## config.mk

```make
export PLATFORM = sky130hd
export DESIGN_NAME = led_step_counter
export DESIGN_NICKNAME = d
export VERILOG_FILES = /design/src/rtl/led_step_counter.sv
export SDC_FILE = /design/constraint.sdc
export NUM_CORES = 1
export LEC_CHECK = 0
export CELL_PAD_IN_SITES_DETAIL_PLACEMENT = 1
export CELL_PAD_IN_SITES_GLOBAL_PLACEMENT = 1
export CORE_MARGIN = 1.5
export CORE_UTILIZATION = 52
export CTS_CLUSTER_DIAMETER = 50
export DETAILED_ROUTE_END_ITERATION = 6
export GPL_TIMING_DRIVEN = 0
export HOLD_SLACK_MARGIN = 0.05
export PLACE_DENSITY_LB_ADDON = 0.08
export SYNTH_ARGS = -nofsm -noshare
export SYNTH_HDL_FRONTEND = slang
export SYNTH_SLANG_ARGS = --single-unit
```

## constraint.sdc

```tcl
create_clock -name clk400 -period 8.3 [get_ports clk400]
set_input_delay 0.83 -clock clk400 [delete_from_list [all_inputs] [get_ports clk400]]
set_output_delay 0.83 -clock clk400 [all_outputs]
set_load 0.01 [all_outputs]
```

## src/rtl/led_step_counter.sv

```systemverilog
// LED step counter: heartbeat blink or DIP-stepped up/down count
// with debounced clear, pause/resume and direction buttons.
module led_step_counter #(
  parameter int LED_W     = 8,
  parameter int STEP_W    = 4,
  parameter int PRESC_W   = 25,
  parameter int BLINK_BIT = 23,
  parameter int DB_W      = 16
) (
  input  logic              clk400,
  input  logic              async_reset,
  input  logic [STEP_W-1:0] sw_dip,
  input  logic              btn_clr_n,
  input  logic              btn_pause_n,
  input  logic              btn_dir_n,
  output logic [LED_W-1:0]  led,
  output logic              tick,
  output logic              dir_down,
  output logic [1:0]        state
);

  typedef enum logic [1:0] {
    BLINK  = 2'b00,
    COUNT  = 2'b01,
    PAUSED = 2'b10
  } st_t;

  localparam int NBTN = 3;

  logic [1:0]        rst_sync;
  logic              rst_n;
  logic [STEP_W-1:0] dip_s1;
  logic [STEP_W-1:0] dip_s2;
  logic [NBTN-1:0]   btn_raw;
  logic [NBTN-1:0]   btn_s1;
  logic [NBTN-1:0]   btn_s2;
  logic [NBTN-1:0]   db_lvl;
  logic [NBTN-1:0]   db_prev;
  logic [NBTN-1:0]   press;
  logic              ev_clr;
  logic              ev_pause;
  logic              ev_dir;
  logic [PRESC_W-1:0] presc;
  logic              dip0;
  logic [LED_W-1:0]  step;
  logic [LED_W-1:0]  blink_val;
  logic [LED_W-1:0]  led_nxt;
  logic              dir_nxt;
  st_t               cur_st;
  st_t               nxt_st;

  // Assert asynchronously, release after two clean clk400 edges.
  always_ff @(posedge clk400 or negedge async_reset) begin
    if (!async_reset) begin
      rst_sync <= 2'b00;
    end else begin
      rst_sync <= {rst_sync[0], 1'b1};
    end
  end

  assign rst_n = rst_sync[1];

  assign btn_raw = {btn_dir_n, btn_pause_n, btn_clr_n};

  // Two-flop synchronisers for the DIP switches and buttons.
  always_ff @(posedge clk400 or negedge rst_n) begin
    if (!rst_n) begin
      dip_s1 <= '0;
      dip_s2 <= '0;
      btn_s1 <= '1;
      btn_s2 <= '1;
    end else begin
      dip_s1 <= sw_dip;
      dip_s2 <= dip_s1;
      btn_s1 <= btn_raw;
      btn_s2 <= btn_s1;
    end
  end

  for (genvar i = 0; i < NBTN; i++) begin : g_db
    logic [DB_W-1:0] cnt;
    logic            lvl;

    // Counter runs while the sync level disagrees; on saturation
    // the debounced level follows. Any agreement restarts it.
    always_ff @(posedge clk400 or negedge rst_n) begin
      if (!rst_n) begin
        cnt <= '0;
        lvl <= 1'b1;
      end else if (btn_s2[i] == lvl) begin
        cnt <= '0;
      end else if (&cnt) begin
        cnt <= '0;
        lvl <= btn_s2[i];
      end else begin
        cnt <= cnt + DB_W'(1);
      end
    end

    assign db_lvl[i] = lvl;
  end

  // Previous debounced level for 1->0 press edge detection.
  always_ff @(posedge clk400 or negedge rst_n) begin
    if (!rst_n) begin
      db_prev <= '1;
    end else begin
      db_prev <= db_lvl;
    end
  end

  assign press    = db_prev & ~db_lvl;
  assign ev_clr   = press[0];
  assign ev_pause = press[1];
  assign ev_dir   = press[2];

  // Free-running prescaler; a clear event restarts it.
  always_ff @(posedge clk400 or negedge rst_n) begin
    if (!rst_n) begin
      presc <= '0;
    end else if (ev_clr) begin
      presc <= '0;
    end else begin
      presc <= presc + PRESC_W'(1);
    end
  end

  assign tick = &presc;
  assign dip0 = (dip_s2 == '0);
  assign step = LED_W'(dip_s2);

  // Heartbeat pattern: only the top LED follows the prescaler.
  always_comb begin
    blink_val = '0;
    blink_val[LED_W-1] = presc[BLINK_BIT];
  end

  // Mode state register.
  always_ff @(posedge clk400 or negedge rst_n) begin
    if (!rst_n) begin
      cur_st <= BLINK;
    end else begin
      cur_st <= nxt_st;
    end
  end

  // Mode transitions; DIP is ignored while paused.
  always_comb begin
    nxt_st = cur_st;
    unique case (cur_st)
      BLINK: begin
        if (ev_pause) begin
          nxt_st = PAUSED;
        end else if (!dip0) begin
          nxt_st = COUNT;
        end
      end
      COUNT: begin
        if (ev_pause) begin
          nxt_st = PAUSED;
        end else if (dip0) begin
          nxt_st = BLINK;
        end
      end
      PAUSED: begin
        if (ev_pause) begin
          nxt_st = dip0 ? BLINK : COUNT;
        end
      end
      default: nxt_st = BLINK;
    endcase
  end

  // LED and direction next values; clear overrides everything.
  always_comb begin
    led_nxt = led;
    dir_nxt = dir_down;
    if (ev_clr) begin
      led_nxt = '1;
      dir_nxt = 1'b0;
    end else begin
      if (ev_dir) begin
        dir_nxt = ~dir_down;
      end
      if (cur_st == BLINK) begin
        led_nxt = blink_val;
      end else if (cur_st == COUNT && tick) begin
        led_nxt = dir_down ? led - step : led + step;
      end
    end
  end

  // LED and direction registers.
  always_ff @(posedge clk400 or negedge rst_n) begin
    if (!rst_n) begin
      led      <= '1;
      dir_down <= 1'b0;
    end else begin
      led      <= led_nxt;
      dir_down <= dir_nxt;
    end
  end

  assign state = cur_st;

endmodule

```

* Yosys cells after proc, flatten, opt, wreduce, memory -nomap -nowiden
Index checks and enable logic that the tools add are counted.
Word-level totals: register bits 106, output and inout port bits 12
Cells by class: add/sub/neg operators 6, eq/ne operators 8, mux-type cells 20, bitwise gates (word level) 6, reduce and logical (&&, ||, !) cells 13
Operators with widths (number):
- 16-bit two-way mux | 6
- 17-bit AND reduction | 3
- 16-bit by 1-bit adder with 16-bit output (second input constant) | 3
- 16-bit AND reduction | 3
- 8-bit two-way mux | 4
- 25-bit by 1-bit adder with 25-bit output (second input constant) | 1
- 25-bit two-way mux | 1
- 25-bit AND reduction | 1
- 2-bit two-way mux | 5
- 8-bit by 4-bit adder with 8-bit output | 1
- 8-bit by 4-bit subtractor with 8-bit output | 1
- 3-bit inequality test (second input constant) | 2
- 2-bit case mux with 3 select lines | 1
- 4-bit zero test | 1
- 1-bit inverter | 4
- 3-bit AND | 1
- 1-bit equality test | 3
- 1-bit two-way mux | 3
- 3-bit inverter | 1
- 3-bit AND reduction | 1
- 3-bit nonzero test | 1
- 2-bit by 1-bit equality test with 1-bit output (second input constant) | 1
- 2-bit equality test (second input constant) | 1
- 2-bit zero test | 1
- 3 further kinds | 3

* Depth between registers and ports, before layout
Gate-level depths: netlist of the first run.
depth in word-level cells 5, gate-level depth with buffers 10, depth with buffers taken out 10

* Worst setup path before layout of the first run
No wires, ideal clock.
kind reg-to-reg, start point register dip_s2[0], end point register led[7], data arrival time 2.542 ns, required time 8.222 ns, slack 5.680 ns, stages on the path, launching flop included 10, period minus slack after synthesis 2.620 ns, cell sequence dfrtp_1 -> inv_1 -> ha_1 -> nor3b_1 -> or2_2 -> ha_1 -> a211o_1 -> o311a_1 -> or4_1 -> and3_1
Between the ends: word-level cells in the longest chain between the ends 5
RTL lines:
- start, declared | line 33 | logic [STEP_W-1:0] dip_s2;
- start signal, assigned | line 74 | dip_s2 <= dip_s1;
- 8-bit by 4-bit adder with 8-bit output / 8-bit by 4-bit subtractor with 8-bit output (equally long branches) | line 188 | led_nxt = dir_down ? led - step : led + step;
- 8-bit two-way mux (*) | line 188
- 8-bit two-way mux (*) | line 187 | end else if (cur_st == COUNT && tick) begin
- 8-bit two-way mux (*) | line 185 | if (cur_st == BLINK) begin
- 8-bit two-way mux (*) | line 178 | if (ev_clr) begin
- end signal, assigned | line 199 | led <= led_nxt;
- end, declared | line 16 | output logic [LED_W-1:0] led,
Every way passes the cells marked *; elsewhere a longest branch is shown, timed or not. The select of a mux whose other input is x is not followed. A chain may end at the register's enable or synchronous reset.

* Final worst setup path of the first run
start point register presc[12], end point output port tick
Between the ends: word-level cells in the longest chain between the ends 1
RTL lines:
- start, declared | line 43 | logic [PRESC_W-1:0] presc;
- start signal, assigned | line 124 | presc <= presc + PRESC_W'(1);
- 25-bit AND reduction | line 128 | assign tick = &presc;
- end, declared | line 17 | output logic tick,
Every way passes these cells.

==> results of run 1 <==
[per-stage QoR]
step           setup WS, ns  std cells  power, uW
5_1_grt               4.836        638      954.1
6_report              4.946        638      913.6
3_5_place_dp          5.353        622      583.6
3_3_place_gp          3.970        621      579.3
2_1_floorplan         5.163        472      566.7
4_1_cts               4.924        638      927.0
[critical path: cells and delay by family, from the launching register on]
kind | cells | cell delay, ns
flops | 1 | 0.44
simple gates | 4 | 1.18
buf+inv | 1 | 0.53
[sequential cells by signal (all words and copies together), names as in the netlist]
name      flops
btn_s1        3
btn_s2        3
db_prev       3
dip_s1        4
dip_s2        4
dir_down      1
g_db.cnt     48
g_db.lvl      3
led           8
presc        25
rst_sync      2
state         2
[area by class of cell]
cell class	count	area, um2
buffer	9	41.29
timing repair buffer	21	227.7
sequential	106	2681
fill	1007	3674
tap	129	161.4
multi-input combinational	343	2228
clock inverter	7	93.84
clock buffer	9	123.9
inverter	14	52.55
[cell usage in the layout (no fill, tap or decap), drive strengths merged, types with 3 or more instances in the layout]
| cell type | instances |
|---|---|
| dfrtp | 86 |
| nor2 | 85 |
| xor2 | 45 |
| nand3 | 26 |
| nand4 | 25 |
| xnor2 | 24 |
| nand2 | 23 |
| dfstp | 20 |
| clkdlybuf4s50 | 20 |
| inv | 17 |
| clkbuf | 16 |
| ha | 13 |
| o21ai | 11 |
| and3 | 11 |
| nor3 | 9 |
| a21oi | 8 |
| and4 | 8 |
| mux2 | 6 |
| or3 | 4 |
| or2 | 4 |
| nor2b | 4 |
| nand2b | 4 |
| mux2i | 3 |
| nor4 | 3 |
| and2 | 3 |
| buf | 3 |
[power by group]
part	internal, uW	switching [uW]	leakage (uW)	total [uW]
clock	148	193	0.000107	341
sequential	525	11.0	0.00136	536
combinational	15.4	20.7	0.00102	36.0
[cells by family after synthesis]
family	Yosys count	synth area share, %
other	1	0.07500
AOI/OAI and AO/OA	36	4.755
DFF	106	53.55
muxes	9	1.952
and+or+nand+nor	214	22.05
buffers and inverters	23	1.877
xor gates and xnor gates	69	12.09
adders and majority gates	14	3.654
[worst min-delay path by stage]
stage             endpoint  slack (ns)         from
6_report         dip_s2[1]        0.36    dip_s1[1]
5_1_grt        rst_sync[1]        0.37  rst_sync[0]
4_1_cts          dip_s2[1]        0.36    dip_s1[1]
3_5_place_dp     dip_s2[1]        0.34    dip_s1[1]
3_3_place_gp     dip_s2[0]        0.33    dip_s1[0]
2_1_floorplan    dip_s2[0]        0.33    dip_s1[0]
[routing by layer]
metal / vias up / share of wire [%] / GRT usage [%]
li1: 1690 / - / -
met5: - / 0 / 0
met1: 1771 / 45 / 28.21
met2: 35 / 52 / 38.67
met3: 14 / 2.1 / 4.508
met4: 0 / 1.4 / 6.944
==> qor.txt, run 1 <==
diode count - 0
status - complete, no violations
flops & latches, synth - 106
Mapped Nets - 495
DR DRC count - 0
count leader, synth - dfrtp_1
worst r2r src - dip_s2[0]
IO Pins - 21
Rows - 35
Total Nets Final - 527
Final setup viols - 0
H-tree Lvls - 3
share of cells above drive strength 1 - 11.20%
Cell Chain, Critical Path - and4_1, nand4_1, nor4_1, and4_1, clkdlybuf4s50_1
RSZ-0062 raised after global routing - false
global-route wire length before repair - 17920 um
setup TNS - 0 ns
PortBufs - 20
share of the synthesized area in the top cell type - 43.04%
All-Layer GR Usage - 22.33%
max cap viols - 0
sequential-to-total area share from yosys stat - 53.55%
Crit path arrival time - 2.52 ns
core area - 0.009284 mm2
VDD IR max - 0.1186 mV
total grt overflow - 0
count of final hold-check violations - 0
number of buffers created by CTS - 9
worst hold path cell count - 0
Clock Sinks - 106
Max Slew Vio Count - 0
Avg Inst Size Synth - 10.59 um2
HP Class - reg2reg
Crit-path slowest cell - clkdlybuf4s50_1
final WL - 10150 um
R2R cell count - 9
worst r2r dst - led[7]
vias per cell - 5.502
vias in the first global route - 3786
1st-iter DRT viols - 70
Avg WL per Cell - 15.91 um
critical path startpoint - presc[12]
top post-synthesis cells by count - dfrtp_1 (86), nor2_1 (85), xor2_1 (45)
top_reg_cell synth - dfrtp_1
routability cong. - 0.7913
PwrDens - 162.8 mW/mm2
slew of the pin with the lowest slew margin - 1.089 ns
crit-path max FO - 5
critical path capture point type - output port
post-route cell area - 0.005610 mm2
synthesis-to-layout area growth - 12.21%
synth warn - 0
most used cell, CP - and4_1
Initial DRT Pass Iterations - 4
top cells by area, synth - dfrtp_1 (43%), dfstp_2 (11%), xor2_1 (7.9%), nor2_1 (6.4%), xnor2_1 (4.2%)
skew final - 0.009312 ns
number of synthesized flops with an enable pin - 0
Die H - 101.1 um
Critical Path RT - 7.47 ns
area leader, netlist - dfrtp_1
hold_buf cts - 0
CTS max path bufs - 2
post-CTS resize count - 0
CP Class - reg2out
Unique masters post-synth - 50
Die W - 101.1 um
TritonCTS clock tree - yes
pin count of the biggest net entering global routing - 55
hpwl dp - 7292 um
initial antenna violation count - 0
Post-DRT Antenna Nets - 0
crit path to - tick
slew margin rel. - 26.73%
fmax - 298.2 MHz
Async SR Flop Fraction - 100.0%
min cycle time layout - 3.354 ns
r2r setup slk - 5.48 ns
Critical Path Source Type - flip-flop
Clock Latency Late Sink - 0.37 ns
Starting Density - 53.85%
CP max stage delay - 0.53 ns
via count - 3510
Post-DP Area - 0.005393 mm2
Hold Slack - 0.3602 ns
Post-Syn Area - 0.005000 mm2
synthesized instance count - 472
Clock Pin Slew Worst Setup and Hold Paths - 0.11 ns
crit share post-route - 40.41%
DIE AREA - 0.01021 mm2
Clock Tree Root - clkbuf_8
leak pwr - 0.002486 uW
Post CTS Setup Buffer Count - 0
Final Util - 60.43%
(Power assumes the default switching activity.)
==> run 2: changes to the inputs <==
--- a/config.mk
+++ b/config.mk
@@ -8,7 +8,7 @@
 export CELL_PAD_IN_SITES_DETAIL_PLACEMENT = 1
 export CELL_PAD_IN_SITES_GLOBAL_PLACEMENT = 1
 export CORE_MARGIN = 1.5
-export CORE_UTILIZATION = 52
+export CORE_UTILIZATION = 44
 export CTS_CLUSTER_DIAMETER = 50
 export DETAILED_ROUTE_END_ITERATION = 6
 export GPL_TIMING_DRIVEN = 0
==> constraint.sdc (replaced) <==
create_clock -name clk400 -period 2.9 [get_ports clk400]
set_input_delay 0.29 -clock clk400 [delete_from_list [all_inputs] [get_ports clk400]]
set_output_delay 0.29 -clock clk400 [all_outputs]
set_load 0.01 [all_outputs]
==> qor.txt, run 2 (synthesis results as in run 1) <==
VDD IR max - 0.6819 mV (was 0.1186 mV)
hold_buf cts - 0 (unchanged)
number of buffers created by CTS - 9 (unchanged)
crit share post-route - 94.49%
min cycle time layout - 2.740 ns
r2r setup slk - 0.16 ns (was 5.48 ns)
RSZ-0062 raised after global routing - false (unchanged)
max FFs per register - 48 (unchanged)
leak pwr - 0.002533 uW (was 0.002486 uW)
Clock Sinks - 106 (unchanged)
HP Class - in2async (was reg2reg)
critical path capture point type - flip-flop (was output port)
count of final hold-check violations - 0 (unchanged)
Crit path arrival time - 3.03 ns (was 2.52 ns)
Avg WL per Cell - 15.84 um (was 15.91 um)
diode count - 0 (unchanged)
share of cells above drive strength 1 - 11.59% (was 11.20%)
Initial DRT Pass Iterations - 4 (unchanged)
setup TNS - 0 ns (unchanged)
Rows - 38 (was 35)
Post CTS Setup Buffer Count - 0 (unchanged)
Clock Tree Root - clkbuf_16 (was clkbuf_8)
synthesis-to-layout area growth - 14.84% (was 12.21%)
final worst slack - 0.1598 ns (was 4.946 ns)
Clock Latency Late Sink - 0.35 ns (was 0.37 ns)
R2R cell count - 9 (unchanged)
Die H - 109.6 um (was 101.1 um)
final WL - 10280 um (was 10150 um)
Final setup viols - 0 (unchanged)
Critical Path RT - 3.19 ns (was 7.47 ns)
PortBufs - 20 (unchanged)
core area - 0.01098 mm2 (was 0.009284 mm2)
total grt overflow - 0 (unchanged)
global-route wire length before repair - 17660 um (was 17920 um)
initial antenna violation count - 0 (unchanged)
1st-iter DRT viols - 150 (was 70)
worst r2r src - dip_s2[0] (unchanged)
critical path startpoint - dip_s2[0] (was presc[12])
Max Slew Vio Count - 0 (unchanged)
via count - 3546 (was 3510)
CTS max path bufs - 2 (unchanged)
worst r2r dst - led[7] (unchanged)
sequential power share - 52.0% (was 58.7%)
DIE AREA - 0.01201 mm2 (was 0.01021 mm2)
status - complete, no violations (unchanged)
Total Nets Final - 527 (unchanged)
CP Class - reg2reg (was reg2out)
Cell Chain, Critical Path - inv_1, ha_1, nor3b_1, or2_2, ha_4, a211o_1, o311a_1, or4_1, and3_1 (was and4_1, nand4_1, nor4_1, and4_1, clkdlybuf4s50_1)
crit-path max FO - 5 (unchanged)
max cap viols - 0 (unchanged)
slew of the pin with the lowest slew margin - 0.9873 ns (was 1.089 ns)
H-tree Lvls - 3 (unchanged)
P_int - 2304 uW (was 688.7 uW)
TritonCTS clock tree - yes (unchanged)
Crit-path slowest cell - or4_1 (was clkdlybuf4s50_1)
skew final - 0.005246 ns (was 0.009312 ns)
Sw Share - 21.95% (was 24.62%)
Starting Density - 45.52% (was 53.85%)
Post-DRT Antenna Nets - 0 (unchanged)
Die W - 109.6 um (was 101.1 um)
commonest cells after routing, fill and taps aside - nor2_1 (85), dfrtp_1 (85), xor2_1 (45) (unchanged)
CP max stage delay - 0.51 ns (was 0.53 ns)
PwrDens - 514.0 mW/mm2 (was 162.8 mW/mm2)
dpl ws - 0.06623 ns (was 5.353 ns)
DR DRC count - 0 (unchanged)
fmax - 364.9 MHz
top flop regs - g_db.cnt x48, presc x25, led x8 (unchanged)
post-CTS resize count - 0 (unchanged)
Logic pwr share - 3.6% (was 3.9%)
clock network fraction of total power - 44.4% (was 37.3%)
pin count of the biggest net entering global routing - 65 (was 55)
Sw Pwr - 647.8 uW (was 224.9 uW)
Clock Pin Slew Worst Setup and Hold Paths - 0.07 ns (was 0.11 ns)
slew margin rel. - 33.57% (was 26.73%)
IO Pins - 21 (unchanged)
vias per cell - 5.464 (was 5.502)
Top reg by flops - g_db.cnt (unchanged)
routability cong. - 0.7646 (was 0.7913)
Critical Path Source Type - flip-flop (unchanged)
All-Layer GR Usage - 19.17% (was 22.33%)
hpwl dp - 7011 um (was 7292 um)
crit path to - led[7] (was tick)
vias in the first global route - 3749 (was 3786)
## run 2: cell types whose count changed in the layout (fill, tap and decap cells not counted), sizes merged
cell | before | now
bufinv | 1 | 2
inv | 17 | 15
clkinv | 2 | 3
## run 2: worst max-delay path, delay by kind of cell, from the launching register on
family	cells	cell delay, ns
buf+inv	1	0.06
fa+ha+maj	2	0.45
flops	1	0.38
simple gates	4	1.18
compound gates	2	0.62
## run 2: how the worst min path moves through the flow
stage	to	slack [ns]	cells past startpoint
after global routing	rst_sync[1]	0.09	1
after detailed placement	dip_s2[2]	0.34	0
after global placement	dip_s2[0]	0.33	0
after CTS	rst_sync[0]	0.09	1
after floorplan	rst_sync[0]	-0.006	0
final	rst_sync[1]	0.1	1
## run 2: layer usage
metal  wire length, um  global-route usage, %  up-vias
li1                  -                      -     1685
met1              4680                  24.00     1807
met2              5118                  31.94       41
met3               322                  5.039       13
met4               156                  6.865        0
met5                 0                      0        -
## run 2: power by group through the flow
stage               sequential (uW)  combinational (uW)  clock (uW)
CTS                            1530                 109        1360
global route                   1540                 122        1410
global placement               1580                82.4           0
detailed placement             1560                 108           0
floorplan                      1560                57.3           0
finish                         1530                 106        1310
## run 2: metrics by stage
| stage | hold WS [ns] | total power (uW) | std cells | area [um2] | util, % |
|---|---|---|---|---|---|
| CTS | 0.09063 | 3002 | 649 | 5723 | 52.11 |
| detailed placement | 0.3365 | 1670 | 633 | 5406 | 49.23 |
| global placement | 0.3315 | 1660 | 632 | 5376 | 48.95 |
| floorplan | -0.005591 | 1622 | 472 | 5001 | - |
| finish | 0.09798 | 2951 | 649 | 5742 | 52.28 |
| global route | 0.08813 | 3069 | 649 | 5742 | 52.28 |
## run 2: layout make-up
class,instances,area [um2]
Clock buffer,9,225.2
Multi-Input combinational cell,343,2247
Fill cell,1200,5241
Clock inverter,7,91.34
Inverter,14,52.55
Buffer,9,41.29
Sequential cell,106,2681
Tap cell,140,175.2
Timing Repair Buffer,21,227.7
==> run 3: changes to the inputs <==
--- a/config.mk
+++ b/config.mk
@@ -5,13 +5,13 @@
 export SDC_FILE = /design/constraint.sdc
 export NUM_CORES = 1
 export LEC_CHECK = 0
+export CAP_MARGIN = 20
 export CELL_PAD_IN_SITES_DETAIL_PLACEMENT = 1
 export CELL_PAD_IN_SITES_GLOBAL_PLACEMENT = 1
 export CORE_MARGIN = 1.5
 export CORE_UTILIZATION = 44
 export CTS_CLUSTER_DIAMETER = 50
 export DETAILED_ROUTE_END_ITERATION = 6
-export GPL_TIMING_DRIVEN = 0
 export HOLD_SLACK_MARGIN = 0.05
 export PLACE_DENSITY_LB_ADDON = 0.08
 export SYNTH_ARGS = -nofsm -noshare
==> qor.txt, run 3 (synthesis results as in run 1) <==
Post-DRT Antenna Nets - 0 (unchanged)
IO Pins - 21 (unchanged)
VDD IR max - 0.4096 mV (was 0.6819 mV)
CP max stage delay - 0.49 ns (was 0.51 ns)
Critical Path Source Type - flip-flop (unchanged)
max FFs per register - 48 (unchanged)
Sw Pwr - 636.3 uW (was 647.8 uW)
min cycle time layout - 2.700 ns (was 2.740 ns)
Total Nets Final - 522 (was 527)
total grt overflow - 0 (unchanged)
CTS max path bufs - 2 (unchanged)
Clock Tree Root - clkbuf_16 (unchanged)
synthesis-to-layout area growth - 14.14% (was 14.84%)
worst r2r src - dip_s2[0] (unchanged)
max cap viols - 0 (unchanged)
top flop regs - g_db.cnt x48, presc x25, led x8 (unchanged)
status - complete, no violations (unchanged)
PortBufs - 20 (unchanged)
Sw Share - 22.26% (was 21.95%)
H-tree Lvls - 3 (unchanged)
final worst slack - 0.1996 ns (was 0.1598 ns)
fmax - 370.3 MHz (was 364.9 MHz)
vias per cell - 5.394 (was 5.464)
Crit-path slowest cell - or4_1 (unchanged)
r2r setup slk - 0.20 ns (was 0.16 ns)
DIE AREA - 0.01201 mm2 (unchanged)
Max Slew Vio Count - 0 (unchanged)
via count - 3474 (was 3546)
kind of cell adding the most delay to the critical path - simple AND/OR/NAND/NOR gates (unchanged)
Logic pwr share - 3.6% (about the same)
slew of the pin with the lowest slew margin - 0.6431 ns (was 0.9873 ns)
All-Layer GR Usage - 19.03% (was 19.17%)
Rows - 38 (unchanged)
crit path to - led[7] (unchanged)
routability cong. - 0.7689 (was 0.7646)
Die W - 109.6 um (unchanged)
Post-DP Area - 0.005390 mm2 (was 0.005406 mm2)
share of cells above drive strength 1 - 12.30% (was 11.59%)
crit-path max FO - 5 (unchanged)
Avg WL per Cell - 15.35 um (was 15.84 um)
pin count of the biggest net entering global routing - 59 (was 65)
PwrDens - 500.9 mW/mm2 (was 514.0 mW/mm2)
worst r2r dst - led[7] (unchanged)
Crit path arrival time - 2.98 ns (was 3.03 ns)
Crit path buffers/inverters - 1 (unchanged)
CP Class - reg2reg (unchanged)
leak pwr - 0.002522 uW (was 0.002533 uW)
core area - 0.01098 mm2 (unchanged)
initial antenna violation count - 0 (unchanged)
critical path capture point type - flip-flop (unchanged)
dpl ws - 0.1332 ns (was 0.06623 ns)
skew final - 0.01160 ns (was 0.005246 ns)
post-CTS resize count - 0 (unchanged)
hold_buf cts - 0 (unchanged)
Clock Latency Late Sink - 0.35 ns (about the same)
setup TNS - 0 ns (unchanged)
Clock Pin Slew Worst Setup and Hold Paths - 0.07 ns (about the same)
Starting Density - 45.52% (unchanged)
critical path startpoint - dip_s2[0] (unchanged)
Initial DRT Pass Iterations - 4 (unchanged)
Post CTS Setup Buffer Count - 0 (unchanged)
Die H - 109.6 um (unchanged)
clock network fraction of total power - 42.7% (was 44.4%)
HP Class - in2async (unchanged)
R2R cell count - 9 (unchanged)
Crit path depth - 9 (unchanged)
Final setup viols - 0 (unchanged)
commonest cells after routing, fill and taps aside - nor2_1 (85), dfrtp_1 (85), xor2_1 (45) (unchanged)
vias in the first global route - 3768 (was 3749)
count of final hold-check violations - 0 (unchanged)
diode count - 0 (unchanged)
post-route cell area - 0.005707 mm2 (was 0.005742 mm2)
Critical Path RT - 3.18 ns (was 3.19 ns)
fillers - 1189 (was 1200)
global-route wire length before repair - 17530 um (was 17660 um)
Hold Slack - 0.1013 ns (was 0.09798 ns)
crit share post-route - 93.12% (was 94.49%)
Clock Sinks - 106 (unchanged)
TritonCTS clock tree - yes (unchanged)
slew margin rel. - 56.80% (was 33.57%)
sequential power share - 53.7% (was 52.0%)
P_int - 2222 uW (was 2304 uW)
DR DRC count - 0 (unchanged)
number of buffers created by CTS - 9 (unchanged)
Top reg by flops - g_db.cnt (unchanged)
1st-iter DRT viols - 98 (was 150)
Cell Chain, Critical Path - inv_1, ha_1, nor3b_1, or2_2, ha_4, a211o_1, o311a_1, or4_1, and3_1 (unchanged)
hpwl dp - 6893 um (was 7011 um)
RSZ-0062 raised after global routing - false (unchanged)
final WL - 9885 um (was 10280 um)
## run 3: worst min-delay path by stage
stage | startpoint | end | slack, ns | cells after the start
after CTS | async_reset | rst_sync[1] | 0.08 | 1
after floorplan | async_reset | rst_sync[0] | -0.006 | 0
after global routing | async_reset | rst_sync[0] | 0.09 | 1
after global placement | dip_s1[0] | dip_s2[0] | 0.33 | 0
final | async_reset | rst_sync[0] | 0.10 | 1
after detailed placement | dip_s1[0] | dip_s2[0] | 0.34 | 0
## run 3: routing by layer
metal / track usage [%] / share of wire (%) / vias to the layer above
met1: 22.82 / 46 / 1751
li1: - / - / 1679
met5: 0 / 0 / -
met2: 33.10 / 50 / 34
met3: 4.979 / 2.5 / 10
met4: 6.401 / 1.6 / 0
## run 3: area by class of cell
type / count / area, um2 / area share, %
multi-input combinational: 343 / 2255 / 39.51
clock buffer: 11 / 232.7 / 4.078
timing repair buffer: 25 / 250.2 / 4.385
tap: 140 / 175.2 / 3.070
inverter: 14 / 52.55 / 0.9209
sequential: 106 / 2681 / 46.99
clock inverter: 5 / 60.06 / 1.052
## run 3: stage by stage
| stage | utilization (%) | total power, uW | cells |
|---|---|---|---|
| 4_1_cts | 51.74 | 2911 | 644 |
| 5_1_grt | 51.96 | 2977 | 644 |
| 3_5_place_dp | 49.08 | 1668 | 628 |
| 6_report | 51.96 | 2859 | 644 |
| 2_1_floorplan | - | 1622 | 472 |
| 3_3_place_gp | 49.08 | 1662 | 628 |
## run 3: power groups by stage
stage / clock network (uW) / registers, uW / logic [uW]
2_1_floorplan: 0 / 1560 / 57.3
3_3_place_gp: 0 / 1560 / 100
3_5_place_dp: 0 / 1560 / 104
4_1_cts: 1270 / 1540 / 105
5_1_grt: 1320 / 1540 / 119
6_report: 1220 / 1540 / 102
==> edit (settings of run 1) <==
Change the parameter `STEP_W` from 4 to 3.
--- a/src/rtl/led_step_counter.sv
+++ b/src/rtl/led_step_counter.sv
@@ -2,7 +2,7 @@
 // with debounced clear, pause/resume and direction buttons.
 module led_step_counter #(
   parameter int LED_W     = 8,
-  parameter int STEP_W    = 4,
+  parameter int STEP_W    = 3,
   parameter int PRESC_W   = 25,
   parameter int BLINK_BIT = 23,
   parameter int DB_W      = 16
Ports: changed (resized sw_dip); port bits go from 21 to 20. No check against the original RTL was run, so the function may have changed too.
==> edit against run 1 <==
Cell area is 1.1% lower; power is 0.21% higher; synthesized area is 1.2% lower; routed wire length is 4.4% lower; first-iteration DRC count is 16% lower; utilization is 0.38 points lower; synthesized cell count is 0.85% lower; worst setup slack better by 300 ps; sequential cell count is 2 lower.
==> edit: results (changes against run 1) <==
Cells and area:
- The fraction of layout instances using a drive strength above 1 is 12.7% (+1.5 points).
- The number of nets at the end of the flow came to 521 (-1.1%).

Pwr:
- The switching share of power is 23.0% (-1.6 points).
- The total leakage power is 2.41 nW (-3.0%).
- The worst-case vdd ir drop is 0.000137 V (+16%).
- The clock group share of total power came to 38.6% (+1.3 points).
- The switching power is 0.211 mW (-6.2%).

Placed design:
- The number of placed instances, taps included is 617 (-0.80%).
- The quantity of I/O buffers inserted on ports was 19 (-5.0%).
- The placement-stage cell area was 0.00532 mm2 (-1.3%).
- The global placer's final weighted congestion came to 0.785 (-0.86%).

Route:
- The vias per cell is 5.44 (-1.2%).
- The routed length on met3 is 182 um (-14%).
- The routed length per instance was 15.3 um (-3.6%).
- The sum of met2 wire segment lengths after detailed routing is 5.11 mm (-3.1%).
- The wire length on met1 is 4.28 mm (-5.3%).

Global routing:
- The met1 track utilization from global routing came to 26.2% (-2.0 points).
- The met2 track demand over resource in global routing is 38.8% (+0.11 points).
- The first-pass GRT wire length is 17.2 mm (-4.3%).
- The pin count of the biggest net entering global routing is 70 (+27%).
- The overall track demand over capacity in global routing came to 21.5% (-0.86 points).
- The number of global-route vias before repair is 3,738 (-1.3%).

Synth:
- The number of unique standard cell types used by synthesis is 51 (+2.0%).
- The share of the yosys chip area belonging to registers is 53.2% (-0.35 points).
- The total nets after synthesis is 490 (-1.0%).
- By area the synthesized netlist is led by sky130_fd_sc_hd__dfrtp_1, sky130_fd_sc_hd__dfstp_2, sky130_fd_sc_hd__nor2_1, sky130_fd_sc_hd__xor2_1, sky130_fd_sc_hd__xnor2_1.
- The average instance area after synthesis is 10.6 um2 (-0.38%).

Setup path:
- The arrival time of data at the critical path endpoint is 2230 ps (-290 ps).
- The number of cell instances on the worst register-to-register path is 10 (+1).
- The delay of the slowest cell on the worst path is 600 ps (+70 ps).

Min path:
- The worst min-delay path class is flip-flop to asynchronous set/reset pin.

Timing:
- The transition at the pin with the smallest max-transition slack came to 566 ps (-523 ps).

Status:
- The run finished with clean final reports.
[edit: final timing paths]
check | to | slack (ps) | start
max reg2reg | led[6] | 5630 | dip_s2[0]
min in group clk400 | dip_s2[0] | 360 | dip_s1[0]
max | tick | 5240 | presc[10]
min | g_db[1].cnt[9] | 300 | rst_sync[1]
max in group asynchronous | led[5] | 7270 | rst_sync[1]
min reg2reg | g_db[1].cnt[9] | 300 | rst_sync[1]
[edit: kinds of logic after synthesis]
logic type | Yosys count | synth area share, %
other cells | 1 | 0.0759
fa+ha+maj | 14 | 3.70
buf+inv | 24 | 2.00
mux | 12 | 2.58
flops | 104 | 53.2
compound gates | 49 | 5.83
simple gates | 201 | 21.4
xor+xnor | 63 | 11.2
[edit: cell type report]
cell class / count / area, um2
buffer: 8 / 38.8
clock buffer: 9 / 124
clock inverter: 7 / 104
fill: 1014 / 3690
inverter: 16 / 60.1
multi-input combinational: 340 / 2210
sequential: 104 / 2630
tap: 129 / 161
timing repair buffer: 20 / 218
